## src/rtl/pipelined_subtractor_32_if.sv

```systemverilog
// Operand/result handshake bundle for the two-stage subtractor.
// Transfer in on in_valid & in_ready, out on out_valid & out_ready; payload only meaningful with its valid.
`timescale 1ns/1ps
interface pipelined_subtractor_32_if #(
  parameter int WIDTH = 32
);
  logic             in_valid;
  logic             in_ready;
  logic [WIDTH-1:0] a;
  logic [WIDTH-1:0] b;
  logic             out_valid;
  logic             out_ready;
  logic [WIDTH-1:0] diff;
  logic             bout;
  logic             ovf;

  modport master (
    output in_valid, a, b, out_ready,
    input  in_ready, out_valid, diff, bout, ovf
  );

  modport slave (
    input  in_valid, a, b, out_ready,
    output in_ready, out_valid, diff, bout, ovf
  );
endinterface

```

## src/rtl/pipelined_subtractor_32.sv

```systemverilog
// Two-stage a - b: low half and its borrow are registered in stage 1,
// high half consumes that borrow in stage 2 and produces borrow-out and signed overflow.
`timescale 1ns/1ps
module pipelined_subtractor_32 #(
  parameter int WIDTH = 32
) (
  input logic                     clk,
  input logic                     rst,
  pipelined_subtractor_32_if.slave bus
);
  localparam int H = WIDTH / 2;

  logic           s1_valid_q;
  logic [H-1:0]   lo_diff_q;
  logic           lo_borrow_q;
  logic [H-1:0]   a_hi_q;
  logic [H-1:0]   b_hi_q;

  logic             out_valid_q;
  logic [WIDTH-1:0] diff_q;
  logic             bout_q;
  logic             ovf_q;

  logic         s1_en;
  logic         s2_en;
  logic         s1_load;
  logic [H-1:0] lo_diff_d;
  logic         lo_borrow_d;
  logic [H-1:0] hi_diff_d;
  logic         hi_borrow_d;
  logic         ovf_d;

  always_comb begin
    s2_en   = !out_valid_q || bus.out_ready;
    s1_en   = !s1_valid_q || s2_en;
    s1_load = s1_en && bus.in_valid;
    // One extra bit on each side turns the top bit of the result into the borrow.
    {lo_borrow_d, lo_diff_d} = {1'b0, bus.a[H-1:0]} - {1'b0, bus.b[H-1:0]};
    {hi_borrow_d, hi_diff_d} = {1'b0, a_hi_q} - {1'b0, b_hi_q} - {{H{1'b0}}, lo_borrow_q};
    ovf_d = (a_hi_q[H-1] ^ b_hi_q[H-1]) & (a_hi_q[H-1] ^ hi_diff_d[H-1]);
  end

  always_ff @(posedge clk) begin
    if (rst) begin
      s1_valid_q  <= 1'b0;
      lo_diff_q   <= '0;
      lo_borrow_q <= 1'b0;
      a_hi_q      <= '0;
      b_hi_q      <= '0;
      out_valid_q <= 1'b0;
      diff_q      <= '0;
      bout_q      <= 1'b0;
      ovf_q       <= 1'b0;
    end else begin
      if (s1_en) begin
        s1_valid_q <= bus.in_valid;
      end
      if (s1_load) begin
        lo_diff_q   <= lo_diff_d;
        lo_borrow_q <= lo_borrow_d;
        a_hi_q      <= bus.a[WIDTH-1:H];
        b_hi_q      <= bus.b[WIDTH-1:H];
      end
      if (s2_en) begin
        out_valid_q <= s1_valid_q;
        if (s1_valid_q) begin
          diff_q <= {hi_diff_d, lo_diff_q};
          bout_q <= hi_borrow_d;
          ovf_q  <= ovf_d;
        end
      end
    end
  end

  assign bus.in_ready  = s1_en;
  assign bus.out_valid = out_valid_q;
  assign bus.diff      = diff_q;
  assign bus.bout      = bout_q;
  assign bus.ovf       = ovf_q;
endmodule

```

## src/flat_wrapper.sv

```systemverilog
// flat-port wrapper written by rule: the top's interface ports become plain ports
module pipelined_subtractor_32_flat 
#(
  parameter int WIDTH = 32
)
  (clk, rst, bus_in_valid, bus_a, bus_b, bus_out_ready, bus_in_ready, bus_out_valid, bus_diff, bus_bout, bus_ovf);
  pipelined_subtractor_32_if #(.WIDTH(WIDTH)) bus_i ();
  input logic clk;
  input logic rst;
  input wire logic [$bits(bus_i.in_valid)-1:0] bus_in_valid;
  input wire logic [$bits(bus_i.a)-1:0] bus_a;
  input wire logic [$bits(bus_i.b)-1:0] bus_b;
  input wire logic [$bits(bus_i.out_ready)-1:0] bus_out_ready;
  output wire logic [$bits(bus_i.in_ready)-1:0] bus_in_ready;
  output wire logic [$bits(bus_i.out_valid)-1:0] bus_out_valid;
  output wire logic [$bits(bus_i.diff)-1:0] bus_diff;
  output wire logic [$bits(bus_i.bout)-1:0] bus_bout;
  output wire logic [$bits(bus_i.ovf)-1:0] bus_ovf;
  assign bus_i.in_valid = bus_in_valid;
  assign bus_i.a = bus_a;
  assign bus_i.b = bus_b;
  assign bus_i.out_ready = bus_out_ready;
  assign bus_in_ready = bus_i.in_ready;
  assign bus_out_valid = bus_i.out_valid;
  assign bus_diff = bus_i.diff;
  assign bus_bout = bus_i.bout;
  assign bus_ovf = bus_i.ovf;
  pipelined_subtractor_32 #(.WIDTH(WIDTH)) u_core (.clk(clk), .rst(rst), .bus(bus_i));
endmodule
```

## config.mk

```make
export PLATFORM = sky130hd
export DESIGN_NAME = pipelined_subtractor_32_flat
export DESIGN_NICKNAME = d
export VERILOG_FILES = /design/src/rtl/pipelined_subtractor_32_if.sv /design/src/rtl/pipelined_subtractor_32.sv /design/src/flat_wrapper.sv
export SDC_FILE = /design/constraint.sdc
export NUM_CORES = 1
export LEC_CHECK = 0
export ABC_AREA = 1
export CAP_MARGIN = 20
export CORE_ASPECT_RATIO = 2
export CORE_UTILIZATION = 47
export CTS_CLUSTER_DIAMETER = 150
export DETAILED_ROUTE_END_ITERATION = 8
export HOLD_SLACK_MARGIN = 0.05
export PLACE_DENSITY = 0.84
export SLEW_MARGIN = 10
export SYNTH_ARGS = -nofsm -noshare
export SYNTH_HDL_FRONTEND = slang
export SYNTH_SLANG_ARGS = --single-unit
export TNS_END_PERCENT = 1
```

## constraint.sdc

```tcl
create_clock -name clk -period 1.95 [get_ports clk]
set_input_delay 0.585 -clock clk [delete_from_list [all_inputs] [get_ports clk]]
set_output_delay 0.585 -clock clk [all_outputs]
set_load 0.005 [all_outputs]
```

# Yosys cells after proc, flatten, opt, wreduce, memory -nomap -nowiden
# Cells that the tools add are included.
[word_totals] regBits=85 input_bits=68 output_inout_bits=36 elab_cells=21
[op_classes] add_sub_neg=3 n_bitwise=3 n_reduce_logical=6
[op_table] cell="subtractor 16 x 16 -> 17 bit" n=2
[op_table] cell="subtractor 17 x 1 -> 17 bit" n=1
[op_table] cell="logical NOT 1 bit" n=2
[op_table] cell="logical OR 1 bit" n=2
[op_table] cell="AND reduction 2 bit" n=1
[op_table] cell="bitwise XOR 1 bit" n=2
[op_table] cell="AND 1 bit" n=1
[op_table] cell="logical AND 1 bit" n=1

# Longest topological paths before layout
[logic_depth] depth_word=4 depth_mapped=15 mapped_depth_nobuf=15

# Least setup slack after synthesis
# OpenSTA, ideal clock, no wires.
[synth_path] path_type="register to register" start="reg u_core.b_hi_q[0]" end="reg u_core.diff_q[26], in the netlist u_core.bus.diff[26]" arrival_time_ns=1.952 required_time_ns=1.837 slack_ns=-0.115 stages_incl_launch_ff=13 n_path_buf=0 synth_period_minus_slack_ns=2.065 cell_sequence="dfxtp_1 -> inv_1 -> fa_1 -> fa_1 -> o21ai_1 -> nand2_1 -> nand3_1 -> nand2_1 -> nand2_1 -> nand2_1 -> xor2_1 -> o21ai_1 -> inv_1"
[synth_via] elab_chain_len=2
[synth_lines] element="from (decl)" line="pipelined_subtractor_32.sv:17" source="logic [H-1:0] b_hi_q;"
[synth_lines] element="from (signal assigned)" line="pipelined_subtractor_32.sv:62" source="b_hi_q <= bus.b[WIDTH-1:H];"
[synth_lines] element="subtractor 16 x 16 -> 17 bit" line="pipelined_subtractor_32.sv:39" source="{hi_borrow_d, hi_diff_d} = {1'b0, a_hi_q} - {1'b0, b_hi_q} - {{H{1'b0}}, lo_borrow_q};"
[synth_lines] element="subtractor 17 x 1 -> 17 bit" line="pipelined_subtractor_32.sv:39"
[synth_lines] element="to (signal assigned)" line="pipelined_subtractor_32.sv:67" source="diff_q <= {hi_diff_d, lo_diff_q};"
[synth_lines] element="to (decl)" line="pipelined_subtractor_32.sv:20" source="logic [WIDTH-1:0] diff_q;"
# Every way passes these cells.
# A chain may end at the register's enable or synchronous reset.

# Worst setup path after layout
[layout_path] start="reg u_core.lo_borrow_q" end="reg u_core.bout_q, in the netlist u_core.bus.bout"
[layout_via] elab_chain_len=1
[layout_lines] element="from (decl)" line="pipelined_subtractor_32.sv:15" source="logic lo_borrow_q;"
[layout_lines] element="from (signal assigned)" line="pipelined_subtractor_32.sv:60" source="lo_borrow_q <= lo_borrow_d;"
[layout_lines] element="subtractor 17 x 1 -> 17 bit" line="pipelined_subtractor_32.sv:39"
[layout_lines] element="to (signal assigned)" line="pipelined_subtractor_32.sv:68" source="bout_q <= hi_borrow_d;"
[layout_lines] element="to (decl)" line="pipelined_subtractor_32.sv:21" source="logic bout_q;"
# Every way passes these cells.

==> impl_metrics.env <==
export IMPL_outcome="complete, but fails checks"
export IMPL_violations="setup timing"
export IMPL_synth_mux_area_fraction_pct=0
export IMPL_clkSinkCount=85
export IMPL_stdcell_area_mm2=0.00732
export IMPL_synth_top_family_by_area="simple AND/OR/NAND/NOR gates"
export IMPL_cap_violations=0
export IMPL_hold_start="u_core.lo_diff_q[12]"
export IMPL_r2r_start="u_core.lo_borrow_q"
export IMPL_io_buffers=103
export IMPL_drive_above_1_share_pct=18.7
export IMPL_ir_drop_mv=0.505
export IMPL_cts_root_buf="clkbuf_16"
export IMPL_hold_depth=2
export IMPL_synth_xor_xnor_area_share_pct=3.16
export IMPL_die_width_um=74.9
export IMPL_grt_pass1_wl_mm=22.5
export IMPL_p_per_area_mw_per_mm2=783
export IMPL_synth_compound_gate_area_share_pct=17.5
export IMPL_wl_mm=14.9
export IMPL_power_leakage_uw=0.00347
export IMPL_cp_required_ps=2180
export IMPL_worstPathMaxFanout=3
export IMPL_place_congestion=0.904
export IMPL_syn_nets=838
export IMPL_wire_per_inst_um=14.6
export IMPL_ys_warn_count=0
export IMPL_synthAdderAreaFrac_pct=12.7
export IMPL_setup_viol_count_final=24
export IMPL_slew_headroom_pct=78.2
export IMPL_final_max_slew_viol_count=0
export IMPL_synth_top_cell_area_share_pct=34.1
export IMPL_cts_tree="done"
export IMPL_syn_area_mm2=0.00499
export IMPL_synth_edf_count=0
export IMPL_ys_ff_latch=85
export IMPL_ys_flop_type="dfxtp_1"
export IMPL_die_h_um=148
export IMPL_grt_antenna_before_repair=0
export IMPL_endpoint_kind="register"
export IMPL_dpl_cell_area_mm2=0.00661
export IMPL_die_area_mm2=0.0111
export IMPL_reg2reg_to="u_core.bus.bout"
export IMPL_vias_per_cell=5.17
export IMPL_nets=995
export IMPL_synth_cell_types=33
export IMPL_fin_cells=1018
export IMPL_synth_simple_area_share_pct=21.0
export IMPL_clk_pin_slew_ps=60
export IMPL_worstPathArrival_ps=2390
export IMPL_postSynthCellCount=721
export IMPL_crit_type="reg2reg"
export IMPL_fin_crit_ps=2160
export IMPL_grt_pass1_vias=5067
export IMPL_firstDrtPassIters=5
export IMPL_initialDrtViolationCount=231
export IMPL_rsz0062_at_grt="yes"
export IMPL_synth_seq_area_share_pct=34.1
export IMPL_worst_pin_slew_ps=327
export IMPL_dp_cells=995
export IMPL_grt_max_degree=44
export IMPL_io_pins=104
export IMPL_hold_end="u_core.bus.diff[12]"
export IMPL_startpoint_type="register"
export IMPL_cts_max_level=3
export IMPL_hold_class="reg2reg"
export IMPL_core_area_mm2=0.0102
export IMPL_globalRouteTotalUtil_pct=26.7
export IMPL_syn_area_per_cell_um2=6.93
export IMPL_area_growth_pct=46.5
export IMPL_max_freq_mhz=464
export IMPL_grt_overflow=0
export IMPL_vias=5266
export IMPL_initial_utilization_pct=48.9
export IMPL_clk_path_buf_depth=2
export IMPL_clock_latency_ps=340
export IMPL_synth_largest_area_cell="dfxtp_1"
export IMPL_antenna_cells=0
export IMPL_cts_made_buffers=9
export IMPL_rows=52
export IMPL_worstRegToRegCells=13
export IMPL_skew_ps=8.07
export IMPL_finalHoldViolCount=0
export IMPL_r2r_slack_ps=-210
export IMPL_dp_hpwl_mm=10.1
export IMPL_min_period_over_period_pct=111
export IMPL_ctsHoldBuffers=0
export IMPL_drc=0
export IMPL_synthTopCellsByArea="dfxtp_1 34%, ha_1 12%, inv_1 9.2%"
export IMPL_ant_nets=0
export IMPL_synthArstFlopShare_pct=0
export IMPL_setup_ws_ps=-206
-- flip-flops by register name, summed over array words and instances, names as in the netlist --
signal,cells
u_core.bus.diff,32
u_core.lo_diff_q,16
u_core.bus.ovf,1
u_core.bus.bout,1
u_core.lo_borrow_q,1
u_core.a_hi_q,16
u_core.bus.out_valid,1
u_core.b_hi_q,16
u_core.s1_valid_q,1
-- critical path, stage by stage (launching register included) --
cell	delay, ps
dfxtp_2	330
inv_2	40
fa_2	410
fa_2	390
o21ai_2	140
nand2_2	90
nand2_1	100
nand2_2	100
nand3_1	80
nand2_1	80
nand2_1	80
nand2_1	50
o21ai_1	120
inv_1	50
-- metrics by stage --
stage | hold slack, ps | setup TNS [ps] | utilization [%] | total power (uW) | setup WS, ps
after floorplan | 430 | -26.8 | - | 3020 | -22.7
final | 463 | -2480 | 71.7 | 5730 | -206
after detailed placement | 452 | -9610 | 64.7 | 3750 | -622
after global routing | 485 | -4820 | 71.7 | 6040 | -329
after global placement | 446 | -7820 | 64.7 | 3700 | -580
after CTS | 461 | -1890 | 69.8 | 5570 | -199
-- cell families (layout without fill, tap and decap cells) --
logic type      Yosys count  in the layout
simple gates            256            256
flops                    85             85
compound gates          162            162
fa+ha+maj                49             49
xor+xnor                 18             18
buf+inv                 151            313
-- timing repair --
item                       in CTS  in global routing
pin swaps                      20                 18
gates resized for setup        50                 38
setup endpoints to repair      27                 27
hold endpoints to repair        0                  0
setup buffers                   5                  3
-- final cells by class --
cell class | instances | area, um^2
multi-input combinational | 485 | 3090
clock inverter | 4 | 47.5
inverter | 126 | 473
fill | 784 | 2900
sequential | 85 | 1700
tap | 135 | 169
timing repair buffer | 171 | 1590
clock buffer | 12 | 246
-- cells in the final DEF (no fill, tap or decap), types with 5 or more instances in the layout --
cell / netlist / routed
inv_1: 123 / 118
nor2_1: 120 / 116
clkdlybuf4s50_1: 0 / 97
dfxtp_1: 85 / 83
nand2_1: 90 / 77
buf_4: 1 / 63
o21ai_0: 73 / 61
a21oi_1: 61 / 52
ha_1: 46 / 32
nand3_1: 25 / 21
o21ai_1: 8 / 17
nand2_2: 6 / 14
xor2_1: 14 / 14
ha_4: 0 / 14
a21oi_2: 6 / 12
clkbuf_16: 0 / 9
inv_2: 3 / 8
nand2_4: 0 / 5
nor3_2: 2 / 5
-- where the power goes --
part | total [uW] | internal [uW] | switching [uW] | leakage, uW
logic | 2070 | 983 | 1090 | 0.00262
registers | 1950 | 1880 | 71.8 | 0.000705
clock network | 1700 | 1020 | 681 | 0.000143
total | 5730 | 3890 | 1840 | 0.00347
-- worst max-delay path by stage --
stage,start,cells after the start,end
2_1_floorplan,u_core.lo_borrow_q,15,u_core.bus.ovf
3_3_place_gp,bus_a[0],10,u_core.lo_diff_q[12]
3_5_place_dp,bus_a[0],12,u_core.lo_diff_q[10]
4_1_cts,u_core.b_hi_q[0],15,u_core.bus.ovf
5_1_grt,u_core.a_hi_q[11],12,u_core.bus.bout
6_report,u_core.lo_borrow_q,13,u_core.bus.bout
-- per-layer routing --
layer	vias up	wire length [um]	GRT usage, %
met5	-	0	0
met3	66	575	3.95
met4	0	886	17.2
li1	2602	-	-
met1	2382	5160	25.3
met2	216	8240	50.1
-- synth_stat cells (3+ instances only) --
cell type / instances
nor3_1: 5
nor2_1: 120
nand2_2: 6
nand3_1: 25
nand4_1: 3
inv_1: 123
o21bai_1: 4
buf_2: 7
o21ai_0: 73
nand2_1: 90
a21oi_2: 6
o211ai_1: 3
a21oi_1: 61
ha_1: 46
dfxtp_1: 85
fa_1: 3
clkbuf_1: 15
xor2_1: 14
o21ai_1: 8
inv_2: 3
xnor2_1: 4
Note: power is estimated with default switching activity, not from simulation.
